### src/rtl/ccc_lock_reset_seq.sv
// Fabric reset sequencer driven by the CCC LOCK output. It releases a registered,
// active-high reset once lock has been stable and a hold-off has expired.
module ccc_lock_reset_seq #(
  parameter int SYNC_STAGES = 2,
  parameter int LOCK_FILTER = 16,
  parameter int HOLD_CYCLES = 256,
  parameter int CNT_W       = 8
) (
  input  logic             clk_i,
  input  logic             reset_i,
  input  logic             lock_in_i,
  input  logic             force_rst_i,
  input  logic             clr_status_i,
  output logic             rst_out_o,
  output logic             ready_o,
  output logic             lock_lost_o,
  output logic [CNT_W-1:0] loss_cnt_o,
  output logic [1:0]       state_o
);

  // state      | meaning
  // WAIT_LOCK  | reset held, waiting for synchronised lock
  // FILTER     | lock seen, counting consecutive high cycles
  // HOLD       | lock accepted, hold-off before release
  // RUN        | reset released, watching for lock loss
  typedef enum logic [1:0] {
    ST_WAIT_LOCK = 2'd0,
    ST_FILTER    = 2'd1,
    ST_HOLD      = 2'd2,
    ST_RUN       = 2'd3
  } state_t;

  localparam int FILT_W = $clog2(LOCK_FILTER + 1);
  localparam int HOLD_W = $clog2(HOLD_CYCLES + 1);

  state_t                 state_q, state_d;
  logic [SYNC_STAGES-1:0] sync_q;
  logic [FILT_W-1:0]      filt_q, filt_d;
  logic [HOLD_W-1:0]      hold_q, hold_d;
  logic                   rst_q, rst_d;
  logic                   ready_q, ready_d;
  logic                   lost_q, lost_d;
  logic [CNT_W-1:0]       cnt_q, cnt_d;
  logic [CNT_W-1:0]       cnt_base;
  logic                   lk;
  logic                   loss_evt;

  assign lk = sync_q[SYNC_STAGES-1];

  // State register, synchroniser and registered outputs
  always_ff @(posedge clk_i) begin
    if (reset_i) begin
      state_q <= ST_WAIT_LOCK;
      sync_q  <= '0;
      filt_q  <= '0;
      hold_q  <= '0;
      rst_q   <= 1'b1;
      ready_q <= 1'b0;
      lost_q  <= 1'b0;
      cnt_q   <= '0;
    end else begin
      state_q <= state_d;
      sync_q  <= {sync_q[SYNC_STAGES-2:0], lock_in_i};
      filt_q  <= filt_d;
      hold_q  <= hold_d;
      rst_q   <= rst_d;
      ready_q <= ready_d;
      lost_q  <= lost_d;
      cnt_q   <= cnt_d;
    end
  end

  // Next-state logic; FORCE_RST outranks a lock drop, which outranks counting
  always_comb begin
    state_d = state_q;
    filt_d  = filt_q;
    hold_d  = hold_q;
    if (force_rst_i) begin
      state_d = ST_WAIT_LOCK;
      filt_d  = '0;
      hold_d  = '0;
    end else begin
      unique case (state_q)
        ST_WAIT_LOCK: begin
          if (lk) begin
            state_d = ST_FILTER;
            filt_d  = FILT_W'(1);
          end
        end
        ST_FILTER: begin
          if (!lk) begin
            state_d = ST_WAIT_LOCK;
            filt_d  = '0;
          end else if (filt_q == FILT_W'(LOCK_FILTER)) begin
            state_d = ST_HOLD;
            filt_d  = '0;
            hold_d  = HOLD_W'(1);
          end else begin
            filt_d = filt_q + FILT_W'(1);
          end
        end
        ST_HOLD: begin
          if (!lk) begin
            state_d = ST_WAIT_LOCK;
            hold_d  = '0;
          end else if (hold_q >= HOLD_W'(HOLD_CYCLES - 1)) begin
            state_d = ST_RUN;
            hold_d  = '0;
          end else begin
            hold_d = hold_q + HOLD_W'(1);
          end
        end
        ST_RUN: begin
          if (!lk) begin
            state_d = ST_WAIT_LOCK;
          end
        end
        default: begin
          state_d = ST_WAIT_LOCK;
          filt_d  = '0;
          hold_d  = '0;
        end
      endcase
    end
  end

  // Output logic; a loss on the same edge as a clear survives the clear
  always_comb begin
    loss_evt = (state_q == ST_RUN) && !force_rst_i && !lk;
    rst_d    = (state_d != ST_RUN);
    ready_d  = (state_d == ST_RUN);
    cnt_base = clr_status_i ? '0 : cnt_q;
    lost_d   = clr_status_i ? 1'b0 : lost_q;
    cnt_d    = cnt_base;
    if (loss_evt) begin
      lost_d = 1'b1;
      if (!(&cnt_base)) begin
        cnt_d = cnt_base + CNT_W'(1);
      end
    end
  end

  assign rst_out_o   = rst_q;
  assign ready_o     = ready_q;
  assign lock_lost_o = lost_q;
  assign loss_cnt_o  = cnt_q;
  assign state_o     = state_q;

endmodule
### config.mk
export PLATFORM = sky130hd
export DESIGN_NAME = ccc_lock_reset_seq
export DESIGN_NICKNAME = d
export VERILOG_FILES = /design/src/rtl/ccc_lock_reset_seq.sv
export SDC_FILE = /design/constraint.sdc
export NUM_CORES = 1
export LEC_CHECK = 0
export BUFFER_PORTS_ARGS = -buffer_cell sky130_fd_sc_hd__buf_2
export CELL_PAD_IN_SITES_DETAIL_PLACEMENT = 1
export CELL_PAD_IN_SITES_GLOBAL_PLACEMENT = 1
export CORE_MARGIN = 2
export CORE_UTILIZATION = 43
export CTS_CLUSTER_DIAMETER = 30
export DETAILED_ROUTE_END_ITERATION = 8
export PLACE_DENSITY_LB_ADDON = 0.1
export SYNTH_ARGS = -nofsm -noshare
export SYNTH_HDL_FRONTEND = slang
export SYNTH_SLANG_ARGS = --single-unit
### constraint.sdc
create_clock -name clk_i -period 2 [get_ports clk_i]
set_clock_uncertainty 0.1 [all_clocks]
set_input_delay 0.4 -clock clk_i [delete_from_list [all_inputs] [get_ports clk_i]]
set_output_delay 0.4 -clock clk_i [all_outputs]
set_load 0.03 [all_outputs]
==> summary.md <==
| Metric | Value |
|---|---|
| Most frequent cells after synthesis | `dfxtp_1 (29), nor2_1 (13), nand2_1 (9)` |
| Post-Syn Instances | `160` |
| Die extent in y | `62.9 µm` |
| Top cells by area, synth | `dfxtp_1 (39%), ha_1 (4.2%), nor2_1 (3.3%)` |
| P_int | `0.000759 W` |
| Post-route DRC violation count | `0` |
| FF-to-FF Start | `hold_q[0]` |
| Worst skew pair latency | `0.33 ns` |
| Final worst slack | `-0.0243 ns` |
| WL per Instance | `17.0 µm` |
| Post-Syn Nets | `170` |
| Synth warnings | `0` |
| Final worst-path cycle share | `1.01` |
| Clock input transition at the sequential cells of the worst setup and hold paths | `0.11 ns` |
| Via Count | `1383` |
| Synth area leader | `dfxtp_1` |
| P_sw | `0.000227 W` |
| CP Max Fanout | `5` |
| TritonCTS Buffers | `5` |
| Hpwl dp | `2.73 mm` |
| Via density | `5.81` |
| Fillcell total | `399` |
| Area growth from synthesis to layout | `25.2%` |
| Htree depth | `2` |
| Fin nets | `202` |
| Leak pwr | `0.698 nW` |
| CP max-delay cell | `dfxtp_2` |
| R2r setup slk | `-0.02 ns` |
| Max-Cap Viols | `0` |
| Final instance area | `1870 µm²` |
| Cell mode on critical path | `nand3_2` |
| Post-Place Cell Area | `1690 µm²` |
| Port-buffer cells | `17` |
| # IOs | `18` |
| Slew @ Worst Pin | `0.441 ns` |
| Yosys reg bits | `29` |
| Synth unique cells | `50` |
| Congestion Overflow GR | `0` |
| Count leader, synth | `dfxtp_1` |
| Setup WS pre-CTS | `0.0255 ns` |
| Asr flop ratio synth | `0` |
| Placer Congestion | `0.828` |
| Initial DRC Count | `84` |
| Sequential Power Share | `0.591` |
| Post-synth EDFFs | `0` |
| Met1 usage | `0.222` |
| Endpoints failing setup | `1` |
| CP Class | `register to register` |
| Fmax achieved | `494 MHz` |
| Total track usage | `0.198` |
| Drt pass-1 iters | `4` |
| Top_reg_cell synth | `dfxtp_1` |
| Seq/Total Area, Yosys | `0.389` |
| Final antenna diode count | `0` |
| CP bufs+invs | `1` |
| Combinational share of power | `0.034` |
| Hold Path Class | `input port to register` |
| Register area | `584 µm²` |
| Slew margin rel. | `0.703` |
| WP data required | `2.17 ns` |
| Die area | `3960 µm²` |
| FP Rows | `21` |
| Vias in the first global route | `1340` |
| CP endpoint kind | `register` |
| CP cell instances | `ha_4 -> nand3_2 -> nor3_2 -> ha_2 -> nor4b_4 -> nand3_2 -> buf_6 -> o32ai_2 -> a21o_1` |
| Initial antenna violation count | `0` |
| Status | `complete, but fails checks` |
| Failing checks | `negative setup slack` |
| Layout cells sized above 1 | `0.339` |
| Num Clock Sinks | `29` |
| Total wire length | `4.06 mm` |
| Largest net degree at the start of global routing | `12` |
| DRT antenna net count | `0` |
| VDD IR-drop max | `304 µV` |
| Area of the multi-input gates | `956 µm²` |
| RSZ-0062 raised after global routing | `yes` |
| Mapped Area | `1490 µm²` |
| CP startpoint | `hold_q[0]` |
| Fin. Hold Viols | `0` |
| PwrDens | `528 nW/µm²` |
| Worst r2r path cells | `9` |
| Crit-path leading delay family | `simple AND/OR/NAND/NOR gates` |
| Global route hottest layer | `met2` |
| GRT met3 Usage | `0.0396` |
| CP peak stage delay | `0.35 ns` |
| Initial core utilization | `0.447` |
| GRT met2 Usage | `0.360` |
| Core area | `3340 µm²` |
| Top-area cell type share of the netlist area | `0.389` |
| Sw frac | `0.230` |
| Syn_area_per_cell | `9.33 µm²` |
| Chip width | `62.9 µm` |
| CP startpoint kind | `register` |
| Clock network fraction of design power | `0.375` |
| Reg-to-Reg End | `hold_q[2]` |
| CTS tree | `done` |
| First-pass GRT wire length | `6.21 mm` |
| Root Driver | `clkbuf_4` |
| Clk buf depth | `2` |
| Minimum clock period | `2.02 ns` |
| WHS | `0.191 ns` |
| Count of pins over their slew limit | `0` |
| Critical path arrival | `2.20 ns` |
| Critical path endpoint | `hold_q[2]` |
| CP Depth | `9` |
==> registers in the layout, indices dropped and copies added, names as in the netlist <==
name / cells
rst_out_o: 1
loss_cnt_o: 8
state_o: 2
sync_q: 2
lock_lost_o: 1
ready_o: 1
filt_q: 5
hold_q: 9
==> cell usage in the layout, fill, tap and decap left out, types with 2 or more instances in the layout <==
cell type / netlist / final
o21ba_2: 2 / 2
o21ai_0: 7 / 7
or3_1: 2 / 2
nor4b_4: 0 / 2
buf_2: 2 / 17
nand2_1: 9 / 9
xor2_1: 4 / 4
nor2b_1: 6 / 6
dfxtp_2: 0 / 3
mux2i_1: 3 / 3
buf_4: 1 / 12
nand3_2: 0 / 2
a21oi_1: 3 / 3
nand3_1: 6 / 4
dfxtp_1: 29 / 26
a21o_1: 3 / 3
nor4_1: 5 / 3
nor4_4: 1 / 2
nor3_2: 0 / 2
inv_1: 5 / 5
nand2b_1: 4 / 4
nand4_1: 4 / 4
xnor2_1: 2 / 2
o22a_1: 2 / 2
nor3_1: 8 / 5
and3_1: 2 / 2
or2_2: 2 / 2
ha_1: 5 / 3
clkbuf_4: 0 / 5
buf_6: 2 / 2
a211oi_1: 3 / 3
nor2_1: 13 / 12
==> logic make-up after synthesis <==
kind of cell             count (synthesis)  share of synthesized area
AO/OA/AOI/OAI                           31                      0.159
XOR/XNOR                                 6                     0.0352
adder cells (fa/ha/maj)                  5                     0.0419
buffers and inverters                   11                     0.0419
flip-flops                              29                      0.389
multiplexers                             3                     0.0201
AND/OR/NAND/NOR                         75                      0.313
==> power by group through the flow <==
stage	clock [W]	combinational (W)	sequential [W]
after floorplan	0	0.0000220	0.000596
after global placement	0	0.0000323	0.000596
after detailed placement	0	0.0000330	0.000597
after CTS	0.000378	0.0000332	0.000583
after global routing	0.000406	0.0000374	0.000584
final	0.000370	0.0000336	0.000583
==> metrics by stage <==
step / setup TNS, ns / util / instances / power (W)
global route: -0.498 / 0.560 / 238 / 0.00103
global placement: 0 / 0.506 / 230 / 0.000629
CTS: 0 / 0.523 / 237 / 0.000994
finish: -0.0243 / 0.560 / 238 / 0.000986
floorplan: 0 / - / 160 / 0.000617
detailed placement: 0 / 0.506 / 230 / 0.000630
==> worst min-delay path by stage <==
| stage | startpoint | end | slack [ns] | cells after the start |
|---|---|---|---|---|
| after floorplan | sync_q[0] | sync_q[1] | 0.31 | 1 |
| after global placement | sync_q[0] | sync_q[1] | 0.32 | 1 |
| after detailed placement | sync_q[0] | sync_q[1] | 0.32 | 1 |
| after CTS | lock_in_i | sync_q[0] | 0.18 | 2 |
| after global routing | lock_in_i | sync_q[0] | 0.19 | 2 |
| final | lock_in_i | sync_q[0] | 0.19 | 2 |
==> layer usage <==
metal  vias to the layer above  part of all wire
li1                        654                 -
met1                       685              0.40
met2                        33              0.53
met3                        11             0.035
met4                         0             0.031
met5                         -                 0
==> repair_timing <==
action / in CTS / in global routing
hold buffers: 0 / 0
endpoints found under the setup margin: 0 / 5
resized for setup: 0 / 24
setup buffers: 0 / 0
==> cell type report <==
class	instances	share of cell area
clock buffers	7	0.0295
flip-flops and latches	29	0.313
multi-input cells	120	0.511
inverters	5	0.0100
repair buffers	31	0.106
well taps	46	0.0308
No activity file was read; power rests on OpenSTA's default activity.
